--- config.mk ---
export PLATFORM = sky130hd
export DESIGN_NAME = dual_priority_encoder
export DESIGN_NICKNAME = d
export VERILOG_FILES = /design/src/rtl/dual_prio_pkg.sv /design/src/rtl/prio_enc12.sv /design/src/rtl/dual_priority_encoder.sv
export SDC_FILE = /design/constraint.sdc
export NUM_CORES = 1
export LEC_CHECK = 0
export CAP_MARGIN = 30
export CORE_MARGIN = 5
export CORE_UTILIZATION = 38
export CTS_CLUSTER_DIAMETER = 80
export DETAILED_ROUTE_END_ITERATION = 12
export HOLD_SLACK_MARGIN = 0.06
export PLACE_DENSITY = 0.73
export SETUP_SLACK_MARGIN = 0.2
export SLEW_MARGIN = 20
export SYNTH_ARGS = -nofsm -noshare
export SYNTH_HDL_FRONTEND = slang
export SYNTH_SLANG_ARGS = --single-unit
--- constraint.sdc ---
create_clock -name clk -period 0.8 [get_ports clk]
set_input_delay 0.08 -clock clk [delete_from_list [all_inputs] [get_ports clk]]
set_output_delay 0.08 -clock clk [all_outputs]
set_load 0.005 [all_outputs]
--- src/rtl/dual_prio_pkg.sv ---
// Shared widths, codes and types for the 12-request dual priority encoder.
package dual_prio_pkg;

    localparam int NUM_REQ = 12;
    localparam int CODE_W  = 4;

    typedef logic [NUM_REQ-1:0] req_vec_t;
    typedef logic [CODE_W-1:0]  prio_code_t;

    localparam prio_code_t CODE_NONE = 4'd0;

endpackage

--- src/rtl/prio_enc12.sv ---
// Combinational 12-to-4 priority encoder: code = index of highest set bit + 1,
// or CODE_NONE when no bit is set.
module prio_enc12
    import dual_prio_pkg::*;
(
    input  logic [NUM_REQ-1:0] i_req,
    output logic [CODE_W-1:0]  o_code
);

    // Scan from the lowest bit upward so the highest set bit wins.
    always_comb begin
        o_code = CODE_NONE;
        for (int i = 0; i < NUM_REQ; i++) begin
            if (i_req[i]) begin
                o_code = prio_code_t'(i + 1);
            end
        end
    end

endmodule

--- src/rtl/dual_priority_encoder.sv ---
// Registered dual priority encoder: highest and second-highest request codes.
// Define DUAL_PRIO_IN_REG_EN to register dual_in before encoding (2-cycle latency).
module dual_priority_encoder
    import dual_prio_pkg::*;
(
    input  logic               clk,
    input  logic               rst_n,
    input  logic [NUM_REQ-1:0] dual_in,
    output logic [CODE_W-1:0]  prior_1,
    output logic [CODE_W-1:0]  prior_2
);

    req_vec_t   w_req;
    req_vec_t   w_mask;
    req_vec_t   w_req_rest;
    prio_code_t w_code_1;
    prio_code_t w_code_2;
    prio_code_t r_prior_1;
    prio_code_t r_prior_2;

`ifdef DUAL_PRIO_IN_REG_EN
    req_vec_t r_dual_in;

    always_ff @(posedge clk or negedge rst_n) begin
        if (!rst_n) begin
            r_dual_in <= '0;
        end else begin
            r_dual_in <= dual_in;
        end
    end

    assign w_req = r_dual_in;
`else
    assign w_req = dual_in;
`endif

    prio_enc12 u_enc_first (
        .i_req  (w_req),
        .o_code (w_code_1)
    );

    // Decode the winning code back to a one-hot mask; CODE_NONE yields no bit.
    generate
        for (genvar gi = 0; gi < NUM_REQ; gi++) begin : g_mask
            assign w_mask[gi] = (w_code_1 == prio_code_t'(gi + 1));
        end
    endgenerate

    assign w_req_rest = w_req & ~w_mask;

    prio_enc12 u_enc_second (
        .i_req  (w_req_rest),
        .o_code (w_code_2)
    );

    always_ff @(posedge clk or negedge rst_n) begin
        if (!rst_n) begin
            r_prior_1 <= CODE_NONE;
            r_prior_2 <= CODE_NONE;
        end else begin
            r_prior_1 <= w_code_1;
            r_prior_2 <= w_code_2;
        end
    end

    assign prior_1 = r_prior_1;
    assign prior_2 = r_prior_2;

endmodule

### Word level (Yosys, flattened, before mapping)

Index checks and enable logic that the tools add are counted.

| word-level totals | value |
|---|---|
| flip-flop bits (word level) | 8 |
| bits of input ports | 14 |
| word-level logic and storage cells | 40 |

| operators by class | value |
|---|---|
| equality and inequality tests | 12 |
| mux-type cells | 24 |
| bitwise operators | 2 |

Operator list:

| cell | number |
|---|---|
| 4-bit 2-to-1 mux | 10 |
| 3-bit 2-to-1 mux | 8 |
| 4-bit == test, second input constant | 5 |
| 4-bit by 3-bit == test with 1-bit output, second input constant | 4 |
| 12-bit bitwise AND | 1 |
| 12-bit inverter | 1 |
| 4-bit by 2-bit == test with 1-bit output, second input constant | 2 |
| 2-bit 2-to-1 mux | 4 |
| 4-bit by 1-bit == test with 1-bit output, second input constant | 1 |
| 1-bit 2-to-1 mux | 2 |

### Depth between registers and ports, before layout

Gate-level depths: netlist (run 1).

| logic depth | value |
|---|---|
| depth after elaboration | 27 |
| depth in mapped cells | 7 |
| gate-level depth less buffers | 6 |

### Modules after synthesis

Synthesis (run 1) repeated with hierarchy kept, for this count alone.

| unflattened totals | value |
|---|---|
| cell total of the unflattened synthesis | 66 |
| area, all modules | 533.0 µm² |

Modules (own cells, without submodules):

| module | times used | cells an instance | area an instance (µm²) | seq. area each (µm²) |
|---|---|---|---|---|
| dual_priority_encoder | 1 | 30 | 332.8 | 200.2 |
| prio_enc12 | 2 | 18 | 100.1 | 0.0 |

### Worst setup path after synthesis (run 1)

OpenSTA, ideal clock, no wires.

| path | value |
|---|---|
| path type | input-to-reg |
| from | input port dual_in[10] |
| to | register r_prior_2[3] (netlist: prior_2[3]) |
| setup time | 0.124 ns |
| data arrival time | 1.127 ns |
| slack | -0.451 ns |
| cell stages on the path | 7 |
| path buffers | 1 |
| cell sequence | buf_6 nor3_2 a21boi_2 a2bb2oi_2 o41ai_2 o21ai_1 or2_1 |

| between the ends | value |
|---|---|
| word-level cells in the longest chain between the ends | 10 |
| elaborated cells on any way between the ends | 14 |
| those cells by class | 5 x eq/ne; 7 x mux; 2 x bitwise |

Ends and longest elaborated chain:

| item | RTL line | source |
|---|---|---|
| from (decl) | dual_priority_encoder.sv:8 | `input logic [NUM_REQ-1:0] dual_in,` |
| 4-bit 2-to-1 mux (2 in a row) | prio_enc12.sv:14 | `if (i_req[i]) begin` |
| 4-bit == test | dual_priority_encoder.sv:45 | `assign w_mask[gi] = (w_code_1 == prio_code_t'(gi + 1));` |
| 12-bit inverter | dual_priority_encoder.sv:49 | `assign w_req_rest = w_req & ~w_mask;` |
| 12-bit bitwise AND * | dual_priority_encoder.sv:49 |  |
| 4-bit 2-to-1 mux (4 in a row) | prio_enc12.sv:14 |  |
| 4-bit 2-to-1 mux * | prio_enc12.sv:14 |  |
| net u_enc_second.o_code[3] | prio_enc12.sv:7 | `output logic [CODE_W-1:0] o_code` |
| to (signal assigned) | dual_priority_encoder.sv:62 | `r_prior_2 <= w_code_2;` |
| to (decl) | dual_priority_encoder.sv:19 | `prio_code_t r_prior_2;` |

Mark *: on every way through the listed nets, which the timed path passes. The rest lies on a longest branch.

### Final worst setup path (run 1)

| path | value |
|---|---|
| from | input port dual_in[8] |
| to | register r_prior_2[3] (netlist: prior_2[3]) |

| between the ends | value |
|---|---|
| word-level cells in the longest chain between the ends | 12 |
| elaborated cells on any way between the ends | 16 |
| those cells by class | 5 x eq/ne; 9 x mux; 2 x bitwise |

Ends and longest elaborated chain:

| item | RTL line |
|---|---|
| 4-bit 2-to-1 mux (4 in a row) | prio_enc12.sv:14 |
| 4-bit == test | dual_priority_encoder.sv:45 |
| 12-bit inverter | dual_priority_encoder.sv:49 |
| 12-bit bitwise AND * | dual_priority_encoder.sv:49 |
| 4-bit 2-to-1 mux (4 in a row) | prio_enc12.sv:14 |
| 4-bit 2-to-1 mux * | prio_enc12.sv:14 |
| net u_enc_second.o_code[3] | prio_enc12.sv:7 |

Marked as above.

==> results of run 1 <==
==> registers in the layout (all words and copies together) (netlist names) <==
signal and cells:
prior_1 4, prior_2 4
==> layout make-up <==
cell class                      count  area, µm²  area share (%)
Multi-Input combinational cell     53        493            37.1
Tap cell                           16       20.0            1.51
Sequential cell                     8        200            15.1
Clock buffer                        3       22.5            1.69
Inverter                            4       15.0            1.13
Timing Repair Buffer               70        579            43.6
==> how the worst max path moves through the flow <==
stage	end	slack, ns	from
after detailed placement	prior_2[3]	-1.04	dual_in[8]
after global routing	prior_2[3]	-0.56	dual_in[8]
final	prior_2[3]	-0.49	dual_in[8]
after floorplan	prior_2[3]	-0.43	dual_in[10]
after CTS	prior_2[3]	-0.41	dual_in[6]
after global placement	prior_2[3]	-0.98	dual_in[8]
==> power by group through the flow <==
stage	sequential, mW	combinational, mW	clock [mW]
2_1_floorplan	0.452	0.161	0
3_3_place_gp	0.446	0.408	0
3_5_place_dp	0.450	0.420	0
4_1_cts	0.442	0.508	0.295
5_1_grt	0.442	0.647	0.347
6_report	0.440	0.612	0.313
==> placed cells by master (no fill, tap or decap), types with 2 or more instances in the layout <==
cell type  instances
dfrtp_1            8
a21oi_2            3
o21bai_1           4
nor2_4             5
inv_1              4
buf_6             17
nor3_4             3
a31oi_1            2
clkbuf_4           3
nand2_2            2
nor2_1             2
nand2_1            2
buf_4             37
o21ai_4            2
or2_1              2
buf_2             12
o21ai_0            2
==> cells by family (layout without fill, tap and decap cells) <==
kind of cell,after synthesis,count (layout),share of synthesized area [%]
flops,8,8,33.8
simple gates,24,24,22.4
xor+xnor,1,1,1.48
fa+ha+maj,1,1,1.69
buf+inv,6,77,6.34
mux,1,1,1.69
compound gates,26,26,32.6
==> worst max-delay path, cell delays in order <==
cell and delay [ns]:
buf_12 0.11, nor3_4 0.22, a21boi_4 0.24, a2bb2oi_2 0.08
o41ai_2 0.24, o21ai_1 0.20, or2_1 0.25
==> timing repair <==
item,in CTS,in global routing
setup buffers,15,6
pin swaps,27,13
setup endpoints to repair,16,16
gates resized for setup,116,17
==> routing by layer <==
metal | up-vias | wire [µm] | global-route usage, %
met3 | 26 | 243 | 5.72
met5 | - | 0 | 0
li1 | 390 | - | -
met2 | 73 | 1680 | 46.6
met4 | 0 | 229 | 12.2
met1 | 420 | 1120 | 22.4
==> impl_metrics.json, run 1 <==
{
  "area_delta_synth_final_pct": 125,
  "numCtsBuffers": 3,
  "pwr-share-clk_pct": 23.0,
  "fin_nets": 154,
  "io_buffers": 21,
  "status": "complete, but fails checks",
  "wl_um": 3280,
  "worstPathRequired_ns": 0.93,
  "synth_area_um2": 592,
  "syn_area_per_cell_um2": 8.83,
  "violations": "negative setup slack",
  "std_cell_rows": 14,
  "fillers": 70,
  "setup-violations-final": 11,
  "yosysTopAreaCell": "dfrtp_1",
  "synth_common_cells": "8 x dfrtp_1, 7 x nor2_1, 5 x nand2_1",
  "pwr-share-comb_pct": 44.8,
  "critPathMaxFanout": 4,
  "cp.arrival_ns": 1.42,
  "clk_path_buf_depth": 2,
  "synth-async-reset-ratio_pct": 100,
  "htreeDepth": 1,
  "dpl_cell_area_mm2": 0.00102,
  "report.final.slew_viol_count": 0,
  "setup_ws_ns": -0.494,
  "p_int_mw": 0.932,
  "drtPass1Iterations": 4,
  "grt.overflow.total": 0,
  "die_area_mm2": 0.00245,
  "drc": 0,
  "num_vias": 909,
  "die_w_um": 49.5,
  "start_util_pct": 39.7,
  "period_minus_slack_ns": 1.29,
  "first_global_vias": 951,
  "yosys-top-cells-area": "dfrtp_1 34%, o21bai_1 5.1%, nor2_1 4.4%",
  "relSlewSlack_pct": 76.6,
  "p_seq_share_pct": 32.2,
  "powerDensity_mw_per_mm2": 1030,
  "ir_drop_mv": 0.598,
  "synth_ff_type": "dfrtp_1",
  "fin_area_mm2": 0.00133,
  "cts_tree": "yes",
  "routed_via_density": 5.90,
  "synth_edf_count": 0,
  "diodes": 0,
  "synth_most_common_cell": "dfrtp_1",
  "clkTransAtPathRegs_ns": 0.06,
  "die_y_um": 49.5,
  "hold_buffers": 0,
  "antenna_found_initial": 0,
  "holdWs_ns": 0.0935,
  "syn_nets": 81,
  "cts_root_buffer": "clkbuf_4",
  "hold_class": "primary input to asynchronous set/reset pin",
  "grt_usage_pct": 23.9,
  "synth_top_area_share_pct": 33.8,
  "utilization_pct": 89.3,
  "synth_cell_type_count": 30,
  "dp_hpwl_um": 1520,
  "place.gp.congestion": 0.884,
  "sw_frac_of_total_pct": 31.7,
  "yosysSeqAreaShare_pct": 33.8,
  "cts_sinks": 8,
  "postRouteAntennaNets": 0,
  "start_kind": "primary input",
  "post-route-period-util_pct": 162,
  "finalSetupTns_ns": -2.43,
  "io-pin-count": 22,
  "instances_no_fill": 154,
  "grt_pass1_wl_um": 4510,
  "ys_ff_latch": 8,
  "crit_type": "primary input to flop",
  "worst_pin_slew_ns": 0.349,
  "ys_warn_count": 0,
  "placedCellCount": 130,
  "hold_viol": 0,
  "clock.fmax_mhz": 773,
  "end_kind": "flop",
  "p_sw_mw": 0.433,
  "p_leak_nw": 0.622,
  "cap_violations": 0,
  "drive_above_1_share_pct": 71.7,
  "drtIter0Drc": 28,
  "place_ws_ns": -1.04,
  "drt-wirelength-per-cell_um": 21.3,
  "core_area_mm2": 0.00149,
  "syn_inst": 67,
  "power.total_mw": 1.37,
  "grt_max_degree": 9,
  "rsz0062_at_grt": "true"
}
Note: power is estimated with default switching activity, not from simulation.
==> run 2: changes to the inputs <==
- ABC_AREA: default -> 1
- CORE_UTILIZATION: 38 -> 39
- PLACE_DENSITY: 0.73 -> 0.74
==> run 2 against run 1 <==
The run still ends with negative setup slack left. Core utilization decreased by 6.4 points. Sequential power about the same. Setup slack got worse by 0.19 ns. Fmax decreased by 13%. Final area decreased by 6.1%. Via count decreased by 11%. Largest cell class unchanged. Hold slack got worse by 0.00050 ns. Clock power decreased by 4%.
==> impl_metrics.json, run 2 <==
{
  "relSlewSlack_pct": 77.3,
  "violations": "negative setup slack",
  "die_y_um": 49.9,
  "hold_viol": 0,
  "ir_drop_mv": 0.603,
  "clk_path_buf_depth": 2,
  "crit_type": "primary input to flop",
  "drt-wirelength-per-cell_um": 15.2,
  "sw_frac_of_total_pct": 31.8,
  "place.gp.congestion": 0.820,
  "report.final.slew_viol_count": 0,
  "routed_via_density": 5.17,
  "setup-violations-final": 13,
  "io-pin-count": 22,
  "cts_root_buffer": "clkbuf_4",
  "cp.arrival_ns": 1.62,
  "power.total_mw": 1.29,
  "post-route-period-util_pct": 185,
  "syn_inst": 85,
  "met2_usage_pct": 32.8,
  "area_delta_synth_final_pct": 101,
  "htreeDepth": 1,
  "pwr-share-comb_pct": 42.7,
  "first_global_vias": 802,
  "synth_ff_type": "dfrtp_1",
  "end_kind": "flop",
  "ys_warn_count": 0,
  "syn_nets": 99,
  "drc": 0,
  "numCtsBuffers": 3,
  "synth_area_um2": 621,
  "synth_common_cells": "28 x nand2_1, 10 x inv_1, 8 x dfrtp_1",
  "layout_commonest_cell": "buf_4",
  "critPathMaxFanout": 4,
  "io_buffers": 21,
  "num_vias": 811,
  "worst_pin_slew_ns": 0.340,
  "clkTransAtPathRegs_ns": 0.05,
  "grt_max_degree": 9,
  "p_leak_nw": 0.622,
  "postRouteAntennaNets": 0,
  "busiest_layer": "met2",
  "cap_violations": 0,
  "worstPathRequired_ns": 0.94,
  "start_kind": "primary input",
  "die_w_um": 49.9,
  "syn_area_per_cell_um2": 7.30,
  "grt_pass1_wl_um": 3330,
  "yosysTopAreaCell": "dfrtp_1",
  "holdWs_ns": 0.0930,
  "die_area_mm2": 0.00249,
  "powerDensity_mw_per_mm2": 1030,
  "diodes": 0,
  "cts_sinks": 8,
  "yosysSeqAreaShare_pct": 32.3,
  "wl_um": 2380,
  "fillers": 80,
  "p_seq_share_pct": 33.9,
  "dp_hpwl_um": 1410,
  "p_sw_mw": 0.411,
  "synth_most_common_cell": "nand2_1",
  "start_util_pct": 41.2,
  "synth_edf_count": 0,
  "status": "complete, but fails checks",
  "layout_common_cells": "24 x buf_4, 20 x nand2_1, 13 x buf_6",
  "period_minus_slack_ns": 1.48,
  "grt.overflow.total": 0,
  "clock.fmax_mhz": 675,
  "grt.met3_usage_pct": 3.61,
  "drtPass1Iterations": 4,
  "rsz0062_at_grt": "true",
  "ys_ff_latch": 8,
  "yosys-top-cells-area": "dfrtp_1 32%, nand2_1 17%, inv_1 6.0%",
  "grtUsageMet1_pct": 15.8,
  "p_int_mw": 0.881,
  "core_area_mm2": 0.00151,
  "fin_nets": 157,
  "pwr-share-clk_pct": 23.3,
  "setup_ws_ns": -0.681,
  "drtIter0Drc": 15,
  "synth-async-reset-ratio_pct": 100,
  "synth_top_area_share_pct": 32.3,
  "antenna_found_initial": 0,
  "hold_class": "primary input to asynchronous set/reset pin",
  "cts_tree": "yes",
  "drive_above_1_share_pct": 66.7,
  "std_cell_rows": 14,
  "synth_cell_type_count": 19,
  "grt_usage_pct": 17.4
}
## run 2: cell count changes after synthesis, sizes merged, moves of 2 or more
| cell | delta |
|---|---|
| buf | -2 |
| nand2 | +30 |
| nand4 | +2 |
| o21bai | -4 |
| or2 | -3 |
| a21oi | -2 |
| nand3 | +3 |
| nor3 | -4 |
| a31oi | -2 |
| inv | +11 |
| nor2b | -2 |
| bufinv | +2 |
## run 2: timing repair
action | CTS | global route
buffers inserted | 7 | 4
setup endpoints to repair | 16 | 16
hold buffers | 0 | 0
gates resized for setup | 106 | 25
pin swaps | 22 | 23
## run 2: layer usage
metal / share of wire [%] / up-vias
met5: 0 / -
met4: 4.6 / 0
met3: 4.7 / 11
met2: 52 / 37
met1: 39 / 383
li1: - / 380
## run 2: how the worst max path moves through the flow
| stage | startpoint | to |
|---|---|---|
| global placement | dual_in[1] | prior_2[0] |
| floorplan | dual_in[1] | prior_2[0] |
| finish | dual_in[1] | prior_2[0] |
| CTS | dual_in[1] | prior_2[0] |
| global route | dual_in[1] | prior_2[0] |
| detailed placement | dual_in[1] | prior_2[0] |
## run 2: logic make-up (layout without fill, tap and decap cells)
family          after synthesis  after routing  synth area share (%)
compound gates               12             12                  14.7
buf+inv                      17             73                  14.7
flops                         8              8                  32.3
simple gates                 48             48                  38.3
## run 2: critical path: stages
cell and delay, ns:
buf_12 0.11, inv_8 0.04, nand2_2 0.03, nand2_1 0.05, nand2_1 0.04, nand2_1 0.05, nand2_1 0.06, nand2_2 0.06
nand2_2 0.05, nand2_2 0.07, nand2_2 0.08, nand2_4 0.09, nand2_4 0.07, inv_4 0.07, nand2_2 0.05, o21ai_2 0.14
nand2_1 0.08, nand2_1 0.07, nand2_1 0.06, nand2_1 0.07, nand2_1 0.06, nand2_1 0.08, nand2_1 0.05
## run 2: area by class of cell
| class | instances | area [µm²] | area share (%) |
|---|---|---|---|
| timing repair buffer | 53 | 469 | 37.6 |
| multi-input combinational | 60 | 443 | 35.5 |
| sequential | 8 | 200 | 16.0 |
| inverter | 17 | 93.8 | 7.52 |
| clock buffer | 3 | 22.5 | 1.80 |
| tap | 16 | 20.0 | 1.60 |
## run 2: stage by stage
stage | cell area, µm² | utilization, % | cells | setup TNS, ns | setup WS [ns]
after global placement | 1040 | 69.4 | 143 | -7.64 | -1.29
after global routing | 1250 | 82.9 | 157 | -3.54 | -0.826
after detailed placement | 1040 | 69.4 | 143 | -8.01 | -1.35
after floorplan | 657 | - | 85 | -1.88 | -0.517
final | 1250 | 82.9 | 157 | -2.56 | -0.681
after CTS | 1140 | 75.4 | 153 | -2.51 | -0.636
## run 2: power by group through the flow
stage	combinational [mW]	clock, mW	sequential [mW]
2_1_floorplan	0.186	0	0.451
3_3_place_gp	0.433	0	0.446
3_5_place_dp	0.446	0	0.447
4_1_cts	0.467	0.306	0.439
5_1_grt	0.590	0.336	0.443
6_report	0.552	0.301	0.438
